**config.mk**
```make
export PLATFORM = sky130hd
export DESIGN_NAME = mem_access
export DESIGN_NICKNAME = d
export VERILOG_FILES = /design/src/rtl/mem_access.sv
export SDC_FILE = /design/constraint.sdc
export NUM_CORES = 1
export LEC_CHECK = 0
export ABC_AREA = 0
export CORE_MARGIN = 2
export CORE_UTILIZATION = 47
export DETAILED_ROUTE_END_ITERATION = 12
export PLACE_DENSITY = 0.86
export SLEW_MARGIN = 10
export SYNTH_ARGS = -nofsm -noshare
export SYNTH_HDL_FRONTEND = slang
export SYNTH_SLANG_ARGS = --single-unit
```
**constraint.sdc**
```tcl
create_clock -name clk -period 5.33 [get_ports clk]
set_input_delay 1.066 -clock clk [delete_from_list [all_inputs] [get_ports clk]]
set_output_delay 1.066 -clock clk [all_outputs]
set_load 0.01 [all_outputs]
```
**src/rtl/mem_access.sv**
```systemverilog
// MEM-stage load/store unit. Moves one byte per cycle over a byte-wide single-port RAM,
// stalls the pipeline while an access is in flight and hands the result to mem_wb and
// the forwarding path. Non-memory instructions pass through combinationally.
module mem_access #(
  parameter int unsigned ADDR_W     = 32,
  parameter int unsigned DATA_W     = 32,
  parameter int unsigned REG_ADDR_W = 5
) (
  input  logic                  clk,
  input  logic                  rst,
  input  logic [6:0]            aluop_i,
  input  logic [2:0]            alufunct3_i,
  input  logic                  me_i,
  input  logic [ADDR_W-1:0]     maddr_i,
  input  logic                  wreg_i,
  input  logic [REG_ADDR_W-1:0] wd_i,
  input  logic [DATA_W-1:0]     wdata_i,
  input  logic [7:0]            mem_din_i,
  output logic [ADDR_W-1:0]     mem_a_o,
  output logic [7:0]            mem_dout_o,
  output logic                  mem_wr_o,
  output logic                  stall_req_o,
  output logic                  wreg_o,
  output logic [REG_ADDR_W-1:0] wd_o,
  output logic [DATA_W-1:0]     wdata_o,
  output logic                  wreg_f,
  output logic [REG_ADDR_W-1:0] wd_f,
  output logic [DATA_W-1:0]     wdata_f
);

  localparam logic [6:0] OpLoad  = 7'b0000011;
  localparam logic [6:0] OpStore = 7'b0100011;

  typedef enum logic [1:0] {StIdle, StLoad, StStore, StDone} state_e;

  state_e      state_q, state_d;
  logic [2:0]  k_q, k_d;
  logic [31:0] ld_buf_q, ld_buf_d;

  logic        is_load, is_store, ld_ok, st_ok, access, mem_op;
  logic [2:0]  n_bytes;
  logic [2:0]  k_m1;
  logic [31:0] ld_ext;

  // Decode opcode/funct3 into access kind and byte count.
  always_comb begin
    is_load  = (aluop_i == OpLoad);
    is_store = (aluop_i == OpStore);
    ld_ok    = (alufunct3_i == 3'b000) || (alufunct3_i == 3'b001) || (alufunct3_i == 3'b010) ||
               (alufunct3_i == 3'b100) || (alufunct3_i == 3'b101);
    st_ok    = (alufunct3_i == 3'b000) || (alufunct3_i == 3'b001) || (alufunct3_i == 3'b010);
    mem_op   = me_i && (is_load || is_store);
    access   = me_i && ((is_load && ld_ok) || (is_store && st_ok));
    case (alufunct3_i[1:0])
      2'b00:   n_bytes = 3'd1;
      2'b01:   n_bytes = 3'd2;
      default: n_bytes = 3'd4;
    endcase
    k_m1 = k_q - 3'd1;
  end

  // Extend the assembled load buffer according to the load flavour.
  always_comb begin
    case (alufunct3_i)
      3'b000:  ld_ext = {{24{ld_buf_q[7]}}, ld_buf_q[7:0]};
      3'b001:  ld_ext = {{16{ld_buf_q[15]}}, ld_buf_q[15:0]};
      3'b100:  ld_ext = {24'd0, ld_buf_q[7:0]};
      3'b101:  ld_ext = {16'd0, ld_buf_q[15:0]};
      default: ld_ext = ld_buf_q;
    endcase
  end

  // Next-state, byte sequencing and all outputs.
  always_comb begin
    state_d     = state_q;
    k_d         = k_q;
    ld_buf_d    = ld_buf_q;
    mem_a_o     = '0;
    mem_dout_o  = '0;
    mem_wr_o    = 1'b0;
    stall_req_o = 1'b0;
    wreg_o      = 1'b0;
    wd_o        = '0;
    wdata_o     = '0;

    case (state_q)
      StIdle: begin
        if (access) begin
          mem_a_o     = maddr_i;
          stall_req_o = 1'b1;
          k_d         = 3'd1;
          if (is_store) begin
            mem_dout_o = wdata_i[7:0];
            mem_wr_o   = 1'b1;
            state_d    = (n_bytes == 3'd1) ? StDone : StStore;
          end else begin
            state_d = StLoad;
          end
        end else if (!mem_op) begin
          wreg_o  = wreg_i;
          wd_o    = wd_i;
          wdata_o = wdata_i;
        end
        // Memory opcode with a bad funct3 is squashed: everything stays zero.
      end
      StStore: begin
        mem_a_o     = maddr_i + ADDR_W'(k_q);
        mem_dout_o  = wdata_i[{k_q[1:0], 3'b000} +: 8];
        mem_wr_o    = 1'b1;
        stall_req_o = 1'b1;
        if (k_q == n_bytes - 3'd1) begin
          state_d = StDone;
        end else begin
          k_d = k_q + 3'd1;
        end
      end
      StLoad: begin
        // RAM data lags the address by one cycle, so byte k-1 arrives in cycle k.
        ld_buf_d[{k_m1[1:0], 3'b000} +: 8] = mem_din_i;
        stall_req_o = 1'b1;
        if (k_q < n_bytes) begin
          mem_a_o = maddr_i + ADDR_W'(k_q);
        end else begin
          mem_a_o = maddr_i + ADDR_W'(k_m1);
        end
        if (k_q == n_bytes) begin
          state_d = StDone;
        end else begin
          k_d = k_q + 3'd1;
        end
      end
      StDone: begin
        wd_o = wd_i;
        if (is_load) begin
          wreg_o  = wreg_i;
          wdata_o = DATA_W'(ld_ext);
        end
        k_d     = 3'd0;
        state_d = StIdle;
      end
      default: state_d = StIdle;
    endcase

    if (rst) begin
      mem_a_o     = '0;
      mem_dout_o  = '0;
      mem_wr_o    = 1'b0;
      stall_req_o = 1'b0;
      wreg_o      = 1'b0;
      wd_o        = '0;
      wdata_o     = '0;
    end
  end

  // Forwarding only sees a result once the stage is no longer stalling.
  always_comb begin
    wreg_f  = wreg_o & ~stall_req_o;
    wd_f    = wd_o;
    wdata_f = wdata_o;
  end

  // State, byte counter and load buffer with synchronous reset.
  always_ff @(posedge clk) begin
    if (rst) begin
      state_q  <= StIdle;
      k_q      <= 3'd0;
      ld_buf_q <= 32'd0;
    end else begin
      state_q  <= state_d;
      k_q      <= k_d;
      ld_buf_q <= ld_buf_d;
    end
  end

endmodule
```
## Word level (Yosys, flattened, before mapping)

Index checks and enable logic that the tools add are counted.

| storage, ports and cells | value |
|---|---|
| flip-flop bits (word level) | 37 |
| logic and storage cells | 91 |
| output and inout port bits | 118 |

| cells by class | value |
|---|---|
| shift-type cells | 3 |
| bitwise gates (word level) | 2 |
| $lt $le $gt $ge | 1 |
| eq/ne operators | 18 |
| add/sub/neg operators | 6 |
| muxes and demuxes | 42 |
| reduce and logical (&&, ||, !) cells | 16 |

Operators by type and width:

| kind | count |
|---|---|
| 32-bit two-way mux | 7 |
| 32-bit one-hot mux with 4 select lines | 1 |
| 32-bit one-hot mux with 3 select lines | 1 |
| 32-bit by 3-bit adder with 32-bit output | 2 |
| 32-bit one-hot mux with 2 select lines | 1 |
| 32-bit bitwise mux | 1 |
| 8-bit by 7-bit variable shift with 32-bit output (first input constant) | 1 |
| 32-bit by 6-bit indexed part select with 8-bit output | 1 |
| 8-bit by 7-bit indexed part select with 32-bit output | 1 |
| 8-bit two-way mux | 3 |
| 8-bit one-hot mux with 2 select lines | 1 |
| 5-bit two-way mux | 3 |
| 3-bit one-hot mux with 4 select lines | 1 |
| 1-bit two-way mux | 10 |
| 2-bit != test (second input constant) | 5 |
| 5-bit one-hot mux with 2 select lines | 1 |
| 3-bit two-way mux | 3 |
| 2-bit two-way mux | 4 |
| 2-bit one-hot mux with 4 select lines | 1 |
| 7-bit by 2-bit equality test with 1-bit output (second input constant) | 1 |
| 7-bit by 6-bit equality test with 1-bit output (second input constant) | 1 |
| 5-bit negation with 7-bit output | 1 |
| 3-bit by 1-bit equality test with 1-bit output (second input constant) | 2 |
| 3-bit equality test | 2 |
| other kinds (17) | 33 |

## Depth between registers and ports, before layout

| depth | value |
|---|---|
| word-level depth | 13 |
| mapped depth | 12 |
| mapped depth without buffers | 10 |

## Worst setup path before layout

OpenSTA, ideal clock, no wires.

| timing | value |
|---|---|
| path type | input port to output port |
| start | input alufunct3_i[1] |
| end | output mem_a_o[8] |
| data required time | 4.264 ns |
| stages | 10 |
| setup slack | 1.001 ns |
| arrival time | 3.263 ns |
| path buffers | 1 |
| cell sequence | inv_2 -> clkbuf_1 -> nand2_1 -> ha_1 -> nand2b_1 -> a21oi_2 -> mux2i_1 -> a22oi_1 -> or3b_1 -> a21oi_1 |

| between the ends | value |
|---|---|
| cells in the longest elaborated chain, start to end | 11 |
| elaborated cells between the ends (all ways) | 21 |

RTL lines:

| element | line | source |
|---|---|---|
| from (decl) | 12 | `input logic [2:0] alufunct3_i,` |
| branches (longest 9 deep; another with 3-bit < comparator) | - |  |
| 32-bit one-hot mux with 3 select lines * | 86 | `case (state_q)` |
| 32-bit two-way mux * | 144 | `if (rst) begin` |
| to (decl) | 19 | `output logic [ADDR_W-1:0] mem_a_o,` |

Mark *: on every way between the ends.

## Final worst setup path

| timing | value |
|---|---|
| start | input maddr_i[0] |
| end | output mem_a_o[26] |

| between the ends | value |
|---|---|
| cells in the longest elaborated chain, start to end | 4 |
| elaborated cells between the ends (all ways) | 5 |

RTL lines:

| element | line | source |
|---|---|---|
| from (decl) | 14 | `input logic [ADDR_W-1:0] maddr_i,` |
| 32-bit by 3-bit adder with 32-bit output, on equally long branches | 124, 107, 122 |  |
| 32-bit two-way mux | 121 | `if (k_q < n_bytes) begin` |
| 32-bit one-hot mux with 3 select lines * | 86 |  |
| 32-bit two-way mux * | 144 |  |

Every way passes the cells marked *; elsewhere a longest branch is shown, timed or not.

==> impl_metrics.tcl <==
set metrics [dict create \
    gp_congestion 0.9615 \
    drv_cap 0 \
    drcViolationCount 0 \
    via_per_inst 6.496 \
    die_area_mm2 0.01118 \
    synthArstFlopShare 0 \
    status "completed" \
    fill_cells 866 \
    dr.first_iter.drc_count 893 \
    dp.cells 988 \
    startpoint_type "input pin" \
    hold_depth 2 \
    antenna_found_initial 1 \
    hold_buffers 0 \
    p_leak_nw 2.451 \
    worst_pin_slew_ps 886.0 \
    cts_buffers 5 \
    clkLatencyLatePin_ps 300 \
    fin_nets 973 \
    skew_ps 8.103 \
    hold_path.class "reg2reg" \
    final_max_slew_viol_count 0 \
    cp_max_fo 7 \
    slowest_stage "clkdlybuf4s50_1" \
    wl_per_cell_um 21.71 \
    ys_seq_area_frac 0.1523 \
    drt_first_pass_iters 7 \
    synth_top_flop_cell "dfxtp_1" \
    whs_endpoint "ld_buf_q[6]" \
    ys_ff_latch 37 \
    critPathKind "in2out" \
    drt_wl_total_mm 21.64 \
    syn_area_per_cell_um2 6.930 \
    portBuffers 208 \
    rows 37 \
    reg2reg_slack_ps 2780 \
    peakVddDrop_v 0.0002915 \
    die_w_um 105.7 \
    ant_nets 0 \
    powerDensity_mw_per_mm2 384.6 \
    syn_nets 816 \
    cp.arrival_ps 4210 \
    area_growth_pct 43.00 \
    hold_viol 0 \
    finalPower_w 0.002675 \
    r2r-start "state_q[0]" \
    yosys-top-cells-area "dfxtp_1 (15%), a22oi_1 (7.7%), nor2_1 (7.3%)" \
    required_ps 4260 \
    start_util 0.4776 \
    fp.dieH_um 105.7 \
    path_cells "clkdlybuf4s50_1, ha_1, inv_1, fa_1, and2b_1, o21ai_0, mux2i_1, buf_4, nor4b_2, o21ai_0, a31oi_1, clkdlybuf4s50_1" \
    hp-start "ld_buf_q[6]" \
    r2r-end "ld_buf_q[28]" \
    timing.final.crit_period_ps 5279 \
    grt_pass1_vias 6068 \
    netlist_area_mm2 0.004865 \
    synth-edff-count 0 \
    cts_tree "built" \
    clk_pin_slew_worst_paths_ps 80 \
    grt_usage 0.3686 \
    synth_top_cell_by_area "dfxtp_1" \
    clock-root-buffer "clkbuf_8" \
    grt_pass1_wl_mm 32.90 \
    layout.cells.non_filler 997 \
    clock.fmax_ghz 0.1894 \
    slowest_delay_ps 580 \
    grt_max_degree 40 \
    vias 6477 \
    ff2ff_path_depth 5 \
    htree_num_levels 2 \
    clock_path_buffers 2 \
    grt_setup_unrepaired "true" \
    period_share 0.9905 \
    numClockSinks 37 \
    dp_hpwl_mm 17.01 \
    io_pins 209 \
    synth_cell_type_count 71 \
    grt-ovfl-total 0 \
    coreArea_mm2 0.01018 \
    synthCells 702 \
    netlist.area_leader.share 0.1523 \
    relSlewSlack 0.4048 \
    end_kind "primary output" \
    ys_warn_count 0 \
    drive_gt1_frac 0.06279 \
    final-setup-viol-count 0 \
]
-- placed cells by master (no fill, tap or decap), drive strengths merged, types with 6 or more instances in the layout --
cell type / synthesis / final
and3: 11 / 11
and4: 7 / 7
nand4: 16 / 16
o21ai: 55 / 55
ha: 21 / 21
clkdlybuf4s50: 0 / 208
xor2: 11 / 11
a221oi: 6 / 6
and2: 13 / 13
nand3: 21 / 21
nor3: 13 / 13
nand2: 67 / 67
nor2: 95 / 95
a31oi: 14 / 14
inv: 16 / 16
buf: 49 / 22
a21oi: 54 / 54
a22oi: 50 / 50
nor2b: 11 / 11
or3: 7 / 7
mux4: 8 / 8
nor4: 12 / 12
dfxtp: 37 / 37
-- Yosys cell counts (all sizes together) (4+ instances only) --
library cell,n
nor2b,11
and4,7
nor4,12
a311oi,4
inv,16
xnor2,5
buf,49
ha,21
o21ai,55
a31oi,14
xor2,11
a21oi,54
and3,11
a22oi,50
o22ai,4
dfxtp,37
nand3,21
a221oi,6
nand4,16
clkbuf,31
mux4,8
or3,7
nor2,95
nor3,13
a211oi,4
and2,13
mux2i,5
nand2,67
-- timing repair --
item                       in CTS  in global routing
setup buffers                   0                  0
setup endpoints to repair       0                 30
resized for setup               0                  4
-- cell type report --
cell class,count,area [µm²],area share
diodes,1,2.502,0.0003597
clock buffers,5,68.82,0.009892
clock inverters,3,46.29,0.006655
inverters,17,63.81,0.009173
multi-input cells,568,3617,0.5200
flip-flops and latches,37,740.7,0.1065
well taps,136,170.2,0.02446
repair buffers,230,2247,0.3230
-- routing by layer --
layer,wire length (µm),track usage,up-vias
met4,786,0.1316,0
met2,10190,0.6147,464
met3,2094,0.05442,78
met5,0,0,-
met1,8576,0.4830,3049
li1,-,-,2886
-- power by group --
| part | switching, W | leakage [nW] | internal, W |
|---|---|---|---|
| combinational | 0.00116 | 2.10 | 0.000946 |
| clock | 0.000114 | 0.0544 | 0.000140 |
| sequential | 0.0000199 | 0.299 | 0.000297 |
| total | 0.00129 | 2.45 | 0.00138 |
-- through the flow --
stage / worst slack, ps / hold WS (ps) / cell area, µm² / utilization / setup TNS (ps)
after floorplan: 1001 / 451.3 / 4865 / - / 0
after global placement: 187.6 / 486.2 / 6819 / 0.6695 / 0
after detailed placement: 40.95 / 502.4 / 6819 / 0.6695 / 0
after CTS: 32.77 / 519.6 / 6934 / 0.6808 / 0
after global routing: -164.9 / 549.4 / 6954 / 0.6828 / -164.9
final: 50.89 / 520.0 / 6957 / 0.6830 / 0
-- registers in the layout, summed over array words and instances (netlist names) --
| signal | cells |
|---|---|
| k_q | 3 |
| ld_buf_q | 32 |
| state_q | 2 |
-- how the worst max path moves through the flow --
stage                    from          end  slack (ps)  depth (start not counted)
2_1_floorplan  alufunct3_i[1]   mem_a_o[8]        1000                         10
3_3_place_gp       maddr_i[0]  mem_a_o[10]         190                         10
3_5_place_dp       aluop_i[3]  wdata_f[22]          40                          8
4_1_cts            aluop_i[3]  wdata_f[22]          30                          8
5_1_grt            maddr_i[0]  mem_a_o[26]        -160                         12
6_report           maddr_i[0]  mem_a_o[26]          50                         12
-- cells by family after synthesis --
| logic type | count (synthesis) | synth area share |
|---|---|---|
| AOI/OAI and AO/OA | 225 | 0.2989 |
| xor gates and xnor gates | 16 | 0.02881 |
| adders and majority gates | 23 | 0.06224 |
| buffers and inverters | 97 | 0.1090 |
| DFF | 37 | 0.1523 |
| muxes | 13 | 0.04732 |
| and+or+nand+nor | 291 | 0.3014 |
-- worst max-delay path: cells and delay by family --
kind	cells	cell delay [ps]
buffers and inverters	4	1360
AOI/OAI and AO/OA	3	460
and+or+nand+nor	2	570
muxes	1	170
adders and majority gates	2	580
Power figures use the tool's default switching activity.
